### src/rtl/pulse_blink_pkg.sv
// rtl/pulse_blink_pkg.sv - shared state encoding and ms-to-cycle helpers for pulse_blink
package pulse_blink_pkg;

  localparam logic [1:0] ST_IDLE = 2'd0;
  localparam logic [1:0] ST_ON   = 2'd1;
  localparam logic [1:0] ST_GAP  = 2'd2;

  function automatic int unsigned ms_to_cycles(input int unsigned clk_hz,
                                               input int unsigned ms);
    return (clk_hz / 1000) * ms;
  endfunction

  function automatic int unsigned max_u(input int unsigned a, input int unsigned b);
    return (a > b) ? a : b;
  endfunction

  // Bits needed to hold values 0..n-1, never less than one.
  function automatic int unsigned count_width(input int unsigned n);
    return (n <= 2) ? 1 : $clog2(n);
  endfunction

endpackage

### src/rtl/pulse_blink.sv
// rtl/pulse_blink.sv - queued fixed-length blink generator (FSM, shared timer, pending counter)
module pulse_blink
  import pulse_blink_pkg::*;
#(
  parameter int unsigned CLK_HZ   = 100_000_000,
  parameter int unsigned ON_MS    = 100,
  parameter int unsigned OFF_MS   = 100,
  parameter int unsigned MAX_PEND = 7
) (
  input  logic                              clk,
  input  logic                              rst,
  input  logic                              trig,
  output logic                              out,
  output logic                              busy,
  output logic [$clog2(MAX_PEND+1)-1:0]     pending
);

  localparam int unsigned ON_CYC  = ms_to_cycles(CLK_HZ, ON_MS);
  localparam int unsigned OFF_CYC = ms_to_cycles(CLK_HZ, OFF_MS);
  localparam int unsigned MAX_CYC = max_u(ON_CYC, OFF_CYC);
  localparam int unsigned CNT_W   = count_width(MAX_CYC);
  localparam int unsigned PEND_W  = $clog2(MAX_PEND + 1);

  localparam logic [CNT_W-1:0]  ON_LOAD  = CNT_W'(ON_CYC - 1);
  localparam logic [CNT_W-1:0]  OFF_LOAD = CNT_W'(OFF_CYC - 1);
  localparam logic [PEND_W-1:0] PEND_MAX = PEND_W'(MAX_PEND);

  logic [1:0]        state, state_nx;
  logic [CNT_W-1:0]  cnt, cnt_nx;
  logic [PEND_W-1:0] pend_nx, pend_sat_inc;
  logic              out_nx, busy_nx, cnt_last;

  assign cnt_last     = (cnt == '0);
  assign pend_sat_inc = (pending == PEND_MAX) ? pending : pending + PEND_W'(1);

  always_comb begin
    state_nx = state;
    cnt_nx   = cnt;
    pend_nx  = pending;
    out_nx   = out;
    case (state)
      ST_IDLE: begin
        if (trig) begin
          state_nx = ST_ON;
          cnt_nx   = ON_LOAD;
          out_nx   = 1'b1;
        end
      end
      ST_ON: begin
        if (trig) begin
          pend_nx = pend_sat_inc;
        end
        if (cnt_last) begin
          state_nx = ST_GAP;
          cnt_nx   = OFF_LOAD;
          out_nx   = 1'b0;
        end else begin
          cnt_nx = cnt - CNT_W'(1);
        end
      end
      ST_GAP: begin
        if (cnt_last) begin
          // A trig on the final gap edge is consumed directly by the next
          // blink, so the queue only shrinks when no new request arrives.
          if (trig || (pending != '0)) begin
            state_nx = ST_ON;
            cnt_nx   = ON_LOAD;
            out_nx   = 1'b1;
            if (!trig) begin
              pend_nx = pending - PEND_W'(1);
            end
          end else begin
            state_nx = ST_IDLE;
          end
        end else begin
          cnt_nx = cnt - CNT_W'(1);
          if (trig) begin
            pend_nx = pend_sat_inc;
          end
        end
      end
      default: begin
        state_nx = ST_IDLE;
        cnt_nx   = '0;
        pend_nx  = '0;
        out_nx   = 1'b0;
      end
    endcase
    busy_nx = (state_nx != ST_IDLE) || (pend_nx != '0);
  end

  always_ff @(posedge clk or posedge rst) begin
    if (rst) begin
      state   <= ST_IDLE;
      cnt     <= '0;
      pending <= '0;
      out     <= 1'b0;
      busy    <= 1'b0;
    end else begin
      state   <= state_nx;
      cnt     <= cnt_nx;
      pending <= pend_nx;
      out     <= out_nx;
      busy    <= busy_nx;
    end
  end

endmodule

### config.mk
export PLATFORM = sky130hd
export DESIGN_NAME = pulse_blink
export DESIGN_NICKNAME = d
export VERILOG_FILES = /design/src/rtl/pulse_blink_pkg.sv /design/src/rtl/pulse_blink.sv
export SDC_FILE = /design/constraint.sdc
export NUM_CORES = 1
export LEC_CHECK = 0
export ABC_AREA = 0
export BUFFER_PORTS_ARGS = -buffer_cell sky130_fd_sc_hd__buf_2
export CAP_MARGIN = 5
export CORE_ASPECT_RATIO = 1.25
export CORE_MARGIN = 2
export CORE_UTILIZATION = 40
export CTS_BUF_LIST = sky130_fd_sc_hd__clkbuf_16
export CTS_CLUSTER_DIAMETER = 30
export DETAILED_ROUTE_END_ITERATION = 6
export PLACE_DENSITY_LB_ADDON = 0.15
export SLEW_MARGIN = 0
export SYNTH_ARGS = -nofsm -noshare
export SYNTH_HDL_FRONTEND = slang
export SYNTH_SLANG_ARGS = --single-unit
### constraint.sdc
create_clock -name clk -period 3.6 [get_ports clk]
set_input_delay 0.18 -clock clk [delete_from_list [all_inputs] [get_ports clk]]
set_output_delay 0.18 -clock clk [all_outputs]
set_load 0.05 [all_outputs]
Word level (Yosys, flattened, before mapping) --
Index checks and enable logic that the tools add are counted.
Operators by class: add/subtract/negate cells 3, equal/unequal tests 8, multiplexer cells 21, reductions and logical operators 9
Operators with widths (number):
- 2-to-1 mux 24 bit | 4
- case mux 24 bit (3 select lines) | 1
- logical NOT 24 bit | 1
- subtractor 24 x 1 -> 24 bit (second input constant) | 1
- 2-to-1 mux 3 bit | 5
- case mux 3 bit (3 select lines) | 1
- inequality test 2 bit (second input constant) | 4
- 2-to-1 mux 2 bit | 3
- case mux 2 bit (3 select lines) | 1
- nonzero test 3 bit | 2
- 2-to-1 mux 1 bit | 5
- AND reduction 4 bit | 1
- adder 3 x 1 -> 3 bit (second input constant) | 1
- equality test 3 bit (second input constant) | 1
- inequality test 3 bit (second input constant) | 1
- case mux 1 bit (3 select lines) | 1
- subtractor 3 x 1 -> 3 bit (second input constant) | 1
- equality test 2 x 1 -> 1 bit (second input constant) | 1
- equality test 2 bit (second input constant) | 1
- logical NOT 2 bit | 1
- logical OR 1 bit | 2
- AND reduction 2 bit | 1
- nonzero test 2 bit | 1
Word-level totals: register bits 31, bits of input ports 3, output and inout bits 5, word-level logic and storage cells 46

Depth between registers and ports, before layout --
Gate-level depths: netlist (run 1).
depth in word-level cells 7, gate-level depth with buffers 10, mapped depth without buffers 8

Least setup slack after synthesis (run 1) --
No wires, ideal clock.
path kind reg2reg, start point register cnt[0], end point register busy, setup time 0.141 ns, data arrival time 2.334 ns, required time 3.459 ns, path slack 1.125 ns, stages on the path, launching flop included 10, path buffers 1, clock period less this slack 2.475 ns, cell sequence dfrtp_1 -> inv_1 -> ha_1 -> nor3b_1 -> and4_1 -> buf_2 -> a21boi_1 -> or3_1 -> a31oi_1 -> a41oi_2
On the way: cells in the longest elaborated chain, start to end 5, elaborated cells between the ends (all ways) 9, classes of those cells mux (5); reduce/logical (4)
Ends and longest elaborated chain:
- start, declared | RTL line pulse_blink.sv:29 | logic [CNT_W-1:0] cnt, cnt_nx;
- start signal, assigned | RTL line pulse_blink.sv:101 | cnt <= cnt_nx;
- logical NOT 24 bit (*) | RTL line pulse_blink.sv:33 | assign cnt_last = (cnt == '0);
- 2-to-1 mux 3 bit, or another cell as far along | RTL line pulse_blink.sv:62 | if (cnt_last) begin
- case mux 3 bit (3 select lines) or case mux 2 bit (3 select lines) (tied branches) | RTL line pulse_blink.sv:41 | case (state)
- nonzero test 3 bit or nonzero test 2 bit (tied branches) | RTL line pulse_blink.sv:89 | busy_nx = (state_nx != ST_IDLE) || (pend_nx != '0);
- logical OR 1 bit (*) | RTL line pulse_blink.sv:89
- net busy_nx | RTL line pulse_blink.sv:31 | logic out_nx, busy_nx, cnt_last;
- end signal, assigned | RTL line pulse_blink.sv:104 | busy <= busy_nx;
- end, declared | RTL line pulse_blink.sv:14 | output logic busy,
Mark *: on every way through the listed nets, which the timed path passes. The rest lies on a longest branch. A chain may end at the register's enable or synchronous reset.

Final worst setup path (run 1) --
start point register cnt[0], end point register cnt[10]
On the way: cells in the longest elaborated chain, start to end 3, elaborated cells between the ends (all ways) 7, classes of those cells add/sub (1); eq/ne (1); mux (3); reduce/logical (2)
Ends and longest elaborated chain (RTL line):
- subtractor 24 x 1 -> 24 bit or logical NOT 24 bit (tied branches) | pulse_blink.sv:58, pulse_blink.sv:76, pulse_blink.sv:33
- 2-to-1 mux 24 bit, or another cell as far along | pulse_blink.sv:62
- case mux 24 bit (3 select lines) or AND reduction 2 bit (tied branches)
Several ways; a longest one is shown, not always the timed one.

==> flow_summary_export.csv, run 1 <==
group,metric,value,unit
die,die_x,68.7,um
grt,grt_overflow,0,
setup_path,crit_arrival,2.99,ns
drt,route.detailed.drc,0,
setup_path,path_class,"reg2reg",
drt,viasPerCell,5.76,
die,fp.dieArea,5840,um^2
final_layout,nets,271,
logic_synthesis,synth_edf_count,0,
logic_synthesis,synth.distinct_cells,44,
grt,grt_max_degree,29,
pwr,peakVddDrop,0.000226,V
timing,drv_slew,0,
final_layout,num_antenna_cells,0,
clocking,numCtsBuffers,5,
die,io_pins,8,
clocking,insertion_delay,0.28,ns
final_layout,stdcell_area,2370,um^2
run,drv_cap,0,
placement,dp.cells,314,
timing,worstMarginPinSlew,0.711,ns
clocking,cts_tree,"yes",
grt,antenna_found_initial,0,
logic_synthesis,syn-num-nets,264,
timing,rsz0062_at_grt,"false",
timing,period_minus_slack,2.84,ns
timing,fmax,351,MHz
clocking,clock_sinks,31,
logic_synthesis,post_synth_instance_area,2100,um^2
worst_hold_path,hp-class,"in2async",
setup_path,cp.required,3.75,ns
placement,gp_congestion,0.838,
grt,grt_pass1_vias,1933,
logic_synthesis,yosysWarnings,0,
clocking,cts_buffer_depth,2,
setup_path,crit_path_end_kind,"flip-flop",
timing,finalWorstSetupSlack,0.755,ns
logic_synthesis,synth_top_cells_by_count,"nor2_1, dfrtp_1, a21oi_1, o21ai_0, inv_1",
clocking,cts_htree_levels,2,
logic_synthesis,synth_top_area_share,37.0,%
setup_path,critPathMaxFanout,13,
final_layout,fill_cells,528,
pwr,leakage,1.05,nW
logic_synthesis,async_flop_share,100,%
drt,antenna_left,0,
timing,finalClockSkew,0.00774,ns
setup_path,start_kind,"flip-flop",
die,die_y,84.9,um
timing,hold_viol,0,
timing,slew_headroom,52.6,%
logic_synthesis,yosysMostFrequentCell,"nor2_1",
final_layout,fin_cells,323,
clocking,clkTransAtPathRegs,0.05,ns
placement,post-place-ws,0.755,ns
timing,setup_viol,0,
final_layout,utilization,46.6,%
drt,wl_per_cell,15.9,um
logic_synthesis,ys_seq_area_share,37.0,%
die,core,5080,um^2
clocking,cts-root-buf,"clkbuf_16",
pwr,report.power.total,1.07,mW
drt,drtPass1Iterations,4,
pwr,powerDensity,452,nW/um^2
drt,routed_wl,5.14,mm
logic_synthesis,synth_ff_type,"dfrtp_1",
drt,via_count,1860,
grt,grt_first_pass_wirelength,8.86,mm
placement,hpwlAfterDp,3.50,mm
placement,place_area,2190,um^2
grt,track_usage,19.8,%
logic_synthesis,synth-seq-cells,31,
timing,hold_slack,0.313,ns
final_layout,syn_to_final_growth,12.9,%
logic_synthesis,syn_avg_cell_area,8.28,um^2
drt,drtIter0Drc,108,
timing,fin_crit_sh,79.0,%
logic_synthesis,yosys.area.top_type,"dfrtp_1",
placement,port-buffer-count,7,
die,start_util,41.3,%
die,row_count,29,
logic_synthesis,syn_inst,253,
run_status,outcome,"complete, no violations",
clocking,cts_resized,0,
final_layout,drive_gt1_share,11.5,%
logic_synthesis,synth_area_leaders,"dfrtp_1, nor2_1, ha_1, xor2_1, a21oi_1",
timing,finalSetupTns,0,ns
-- worst max-delay path, cell delays in order (launching register included) --
cell and delay, ns:
dfrtp_1 0.42, inv_1 0.08, ha_1 0.17, nor3b_1 0.18
buf_4 0.18, and4_1 0.38, nand4_1 0.54, and2_1 0.43
nand2b_1 0.20, o21ai_0 0.13
-- timing repair --
item | in CTS | in global routing
hold buffers | 1 | 0
buffers inserted | 0 | 0
endpoints found under the hold margin | 3 | 0
-- layout make-up --
| cell class | instances | area, um^2 | share of cell area [%] |
|---|---|---|---|
| repair buffers | 13 | 82.6 | 3.49 |
| clock inverters | 3 | 38.8 | 1.64 |
| flip-flops and latches | 31 | 776 | 32.8 |
| inverters | 15 | 56.3 | 2.38 |
| clock buffers | 5 | 125 | 5.29 |
| well taps | 62 | 77.6 | 3.28 |
| multi-input cells | 194 | 1210 | 51.1 |
-- final timing paths --
check	startpoint	to	slack [ns]	depth (start not counted)
max	cnt[0]	cnt[10]	0.76	9
min	rst	busy	0.31	3
max reg2reg	cnt[0]	cnt[10]	0.76	9
min reg2reg	cnt[6]	cnt[6]	0.52	2
max in group asynchronous	rst	cnt[10]	2.68	4
min in group clk	trig	cnt[23]	0.32	3
-- logic make-up after synthesis --
kind of cell    after synthesis  share of synthesized area (%)
buf+inv                      28                           5.25
flops                        31                           37.0
simple gates                104                           26.4
xor+xnor                     13                           5.43
compound gates               66                           19.6
fa+ha+maj                     8                           4.78
mux                           3                           1.49
-- power by group --
group	total (mW)	internal, mW	switching, mW
Sequential	0.381	0.361	0.0198
Combinational	0.208	0.0760	0.132
Clock	0.479	0.322	0.157
Total	1.07	0.759	0.309
-- metal layers --
metal  wire length (um)  GRT usage (%)  vias up
met5                  0              0        -
met4                 80           7.66        0
met3                169           3.98        8
met2               2560           32.3       36
met1               2330           25.4      894
li1                   -              -      922
-- layout by cell type, fill, tap and decap left out, types with 2 or more instances in the layout --
master / count
nand4_1: 9
nor2_1: 34
or3_1: 4
inv_1: 15
buf_4: 5
nand2_1: 14
buf_2: 7
and2_1: 2
a21boi_0: 2
clkbuf_16: 5
o221ai_1: 2
nor3_1: 5
a22oi_1: 2
o22ai_1: 2
nand2b_1: 4
o21ai_0: 18
a21oi_1: 19
ha_1: 8
nor4_1: 6
mux2i_1: 2
nor2b_1: 2
o31ai_1: 6
xor2_1: 11
or4_1: 2
dfrtp_1: 31
nand3_1: 9
and3_1: 2
a31oi_1: 7
nor3b_1: 2
or2_2: 2
xnor2_1: 2
or4_4: 3
-- registers in the layout (all words and copies together) (netlist names) --
| name | count |
|---|---|
| busy | 1 |
| out | 1 |
| pending | 3 |
| state | 2 |
| cnt | 24 |
Note: power is estimated with default switching activity, not from simulation.
==> inputs of run 2 (changes only) <==
clock period = 2.55 ns   (was 3.6 ns; I/O delays follow)
==> run 2 against run 1 <==
  * Via count increased by 4.2%
  * Sequential power increased by 41%
  * Largest cell class unchanged
  * Critical path type unchanged
  * Register-to-register slack got worse by 0.63 ns
==> flow_summary_export.csv, run 2 (same netlist as run 1, synthesis figures left out) <==
group,metric,value,unit
clocking,cts_tree,"yes",
grt,grt_pass1_vias,1856,
clocking,clkTransAtPathRegs,0.05,ns
timing,slew_headroom,69.5,%
worst_hold_path,min_path_cells,3,
pwr,netSwitchingFraction,29.7,%
setup_path,cp_cell_sequence,"or4_4 > or4_4 > or4_1 > nand3_1 > a211oi_1 > a41oi_2",
setup_path,crit_path_end_kind,"flip-flop",
timing,period_minus_slack,2.42,ns
pwr,peakVddDrop,0.000378,V
die,die_y,84.9,um
timing,fin_crit_sh,95.1,%
worst_hold_path,hold_end,"cnt[23]",
pwr,leakage,1.13,nW
die,start_util,41.3,%
drt,drtPass1Iterations,4,
setup_path,critPathMaxFanout,4,
worst_hold_path,holdCritStartpoint,"trig",
setup_path,crit_arrival,2.62,ns
setup_path,cp.required,2.75,ns
grt,grt_max_degree,32,
final_layout,largest-register,"cnt",
setup_path,crit_top_cell,"or4_4",
timing,finalWorstSetupSlack,0.125,ns
die,die_x,68.7,um
setup_path,start_kind,"flip-flop",
pwr,internal-power,0.979,mW
timing,drv_slew,0,
clocking,clock_sinks,31,
setup_path,reg2regPathDepth,6,
pwr,power_switching,0.414,mW
final_layout,num_antenna_cells,0,
run,drv_cap,0,
pwr,comb_power_share,21.8,%
drt,wl_per_cell,15.6,um
placement,hpwlAfterDp,3.84,mm
grt,grt_overflow,0,
grt,grt_first_pass_wirelength,8.67,mm
die,row_count,29,
clocking,numCtsBuffers,5,
timing,worstMarginPinSlew,0.453,ns
placement,post-place-ws,0.141,ns
setup_path,worst-r2r-setup-slack,0.13,ns
placement,port-buffer-count,7,
drt,drtIter0Drc,165,
final_layout,reg_top3,"cnt x24, pending x3, state x2",
pwr,clkPwrFrac,39.6,%
final_layout,drive_gt1_share,17.3,%
setup_path,slowest_delay,0.57,ns
final_layout,utilization,49.0,%
final_layout,largest_register_ffs,24,
clocking,cts-root-buf,"clkbuf_16",
grt,track_usage,19.5,%
timing,finalClockSkew,0.00581,ns
drt,via_count,1939,
drt,routed_wl,5.30,mm
setup_path,path_class,"reg2reg",
drt,route.detailed.drc,0,
die,io_pins,8,
clocking,cts_htree_levels,2,
timing,hold_viol,0,
drt,antenna_left,0,
timing,finalSetupTns,0,ns
final_layout,fill_cells,495,
drt,viasPerCell,5.70,
die,fp.dieArea,5840,um^2
final_layout,final_cell_mix,"nor2_1, dfrtp_1, buf_4, a21oi_1, o21ai_0",
pwr,powerDensity,560,nW/um^2
run_status,outcome,"complete, no violations",
placement,gp_congestion,0.859,
final_layout,multi_input_area,1220,um^2
grt,antenna_found_initial,0,
timing,setup_viol,0,
worst_hold_path,hp-class,"in2reg",
setup_path,r2r_end,"busy",
timing,fmax,412,MHz
clocking,insertion_delay,0.27,ns
final_layout,syn_to_final_growth,18.8,%
clocking,cts_buffer_depth,2,
timing,rsz0062_at_grt,"false",
final_layout,regArea,776,um^2
final_layout,nets,289,
clocking,post-cts-setup-buffers,0,
setup_path,r2r-start,"cnt[21]",
final_layout,layout_commonest_cell,"nor2_1",
pwr,report.power.total,1.39,mW
die,core,5080,um^2
setup_path,cp_slowest_cell,"or4_4",
pwr,power_frac_seq,38.5,%
run 2: worst max-delay path, delay by kind of cell (launching register included):
family,cells,cell delay [ns]
and+or+nand+nor,4,1.66
AOI/OAI and AO/OA,2,0.27
DFF,1,0.42
run 2: layout make-up:
cell class | instances | area share, %
clock buffer | 5 | 5.03
timing repair buffer | 31 | 9.25
multi-input combinational | 194 | 48.8
sequential | 31 | 31.2
clock inverter | 2 | 0.352
inverter | 15 | 2.26
tap | 62 | 3.12
run 2: metrics by stage:
step | cell area (um^2) | cells | hold slack, ns
final | 2490 | 340 | 0.267
after global routing | 2490 | 340 | 0.302
after CTS | 2480 | 340 | 0.247
after detailed placement | 2340 | 332 | 0.233
after global placement | 2340 | 332 | 0.234
after floorplan | 2100 | 253 | 0.231
run 2: power by group through the flow:
stage | logic, mW | clock network (mW) | registers, mW
after floorplan | 0.170 | 0 | 0.599
after global placement | 0.295 | 0 | 0.546
after detailed placement | 0.302 | 0 | 0.546
after CTS | 0.306 | 0.567 | 0.537
after global routing | 0.337 | 0.585 | 0.540
final | 0.305 | 0.553 | 0.537
run 2: routing by layer:
metal	up-vias	track usage (%)	share of wire, %
met2	40	31.9	50
met1	936	24.6	45
li1	956	-	-
met5	-	0	0
met3	7	3.98	2.8
met4	0	7.66	1.7
run 2: worst max-delay path by stage:
stage / from / depth (start not counted) / end / slack (ns)
after CTS: cnt[21] / 6 / busy / 0.12
after floorplan: cnt[0] / 9 / busy / 0.08
after global routing: cnt[21] / 6 / busy / 0.02
final: cnt[21] / 6 / busy / 0.13
after detailed placement: cnt[21] / 6 / busy / 0.14
after global placement: cnt[21] / 6 / busy / 0.16
run 2: timing repair:
action,4_1_cts,5_1_grt
resized for setup,0,1
endpoints found under the setup margin,0,1
hold buffers,1,0
endpoints found under the hold margin,31,0
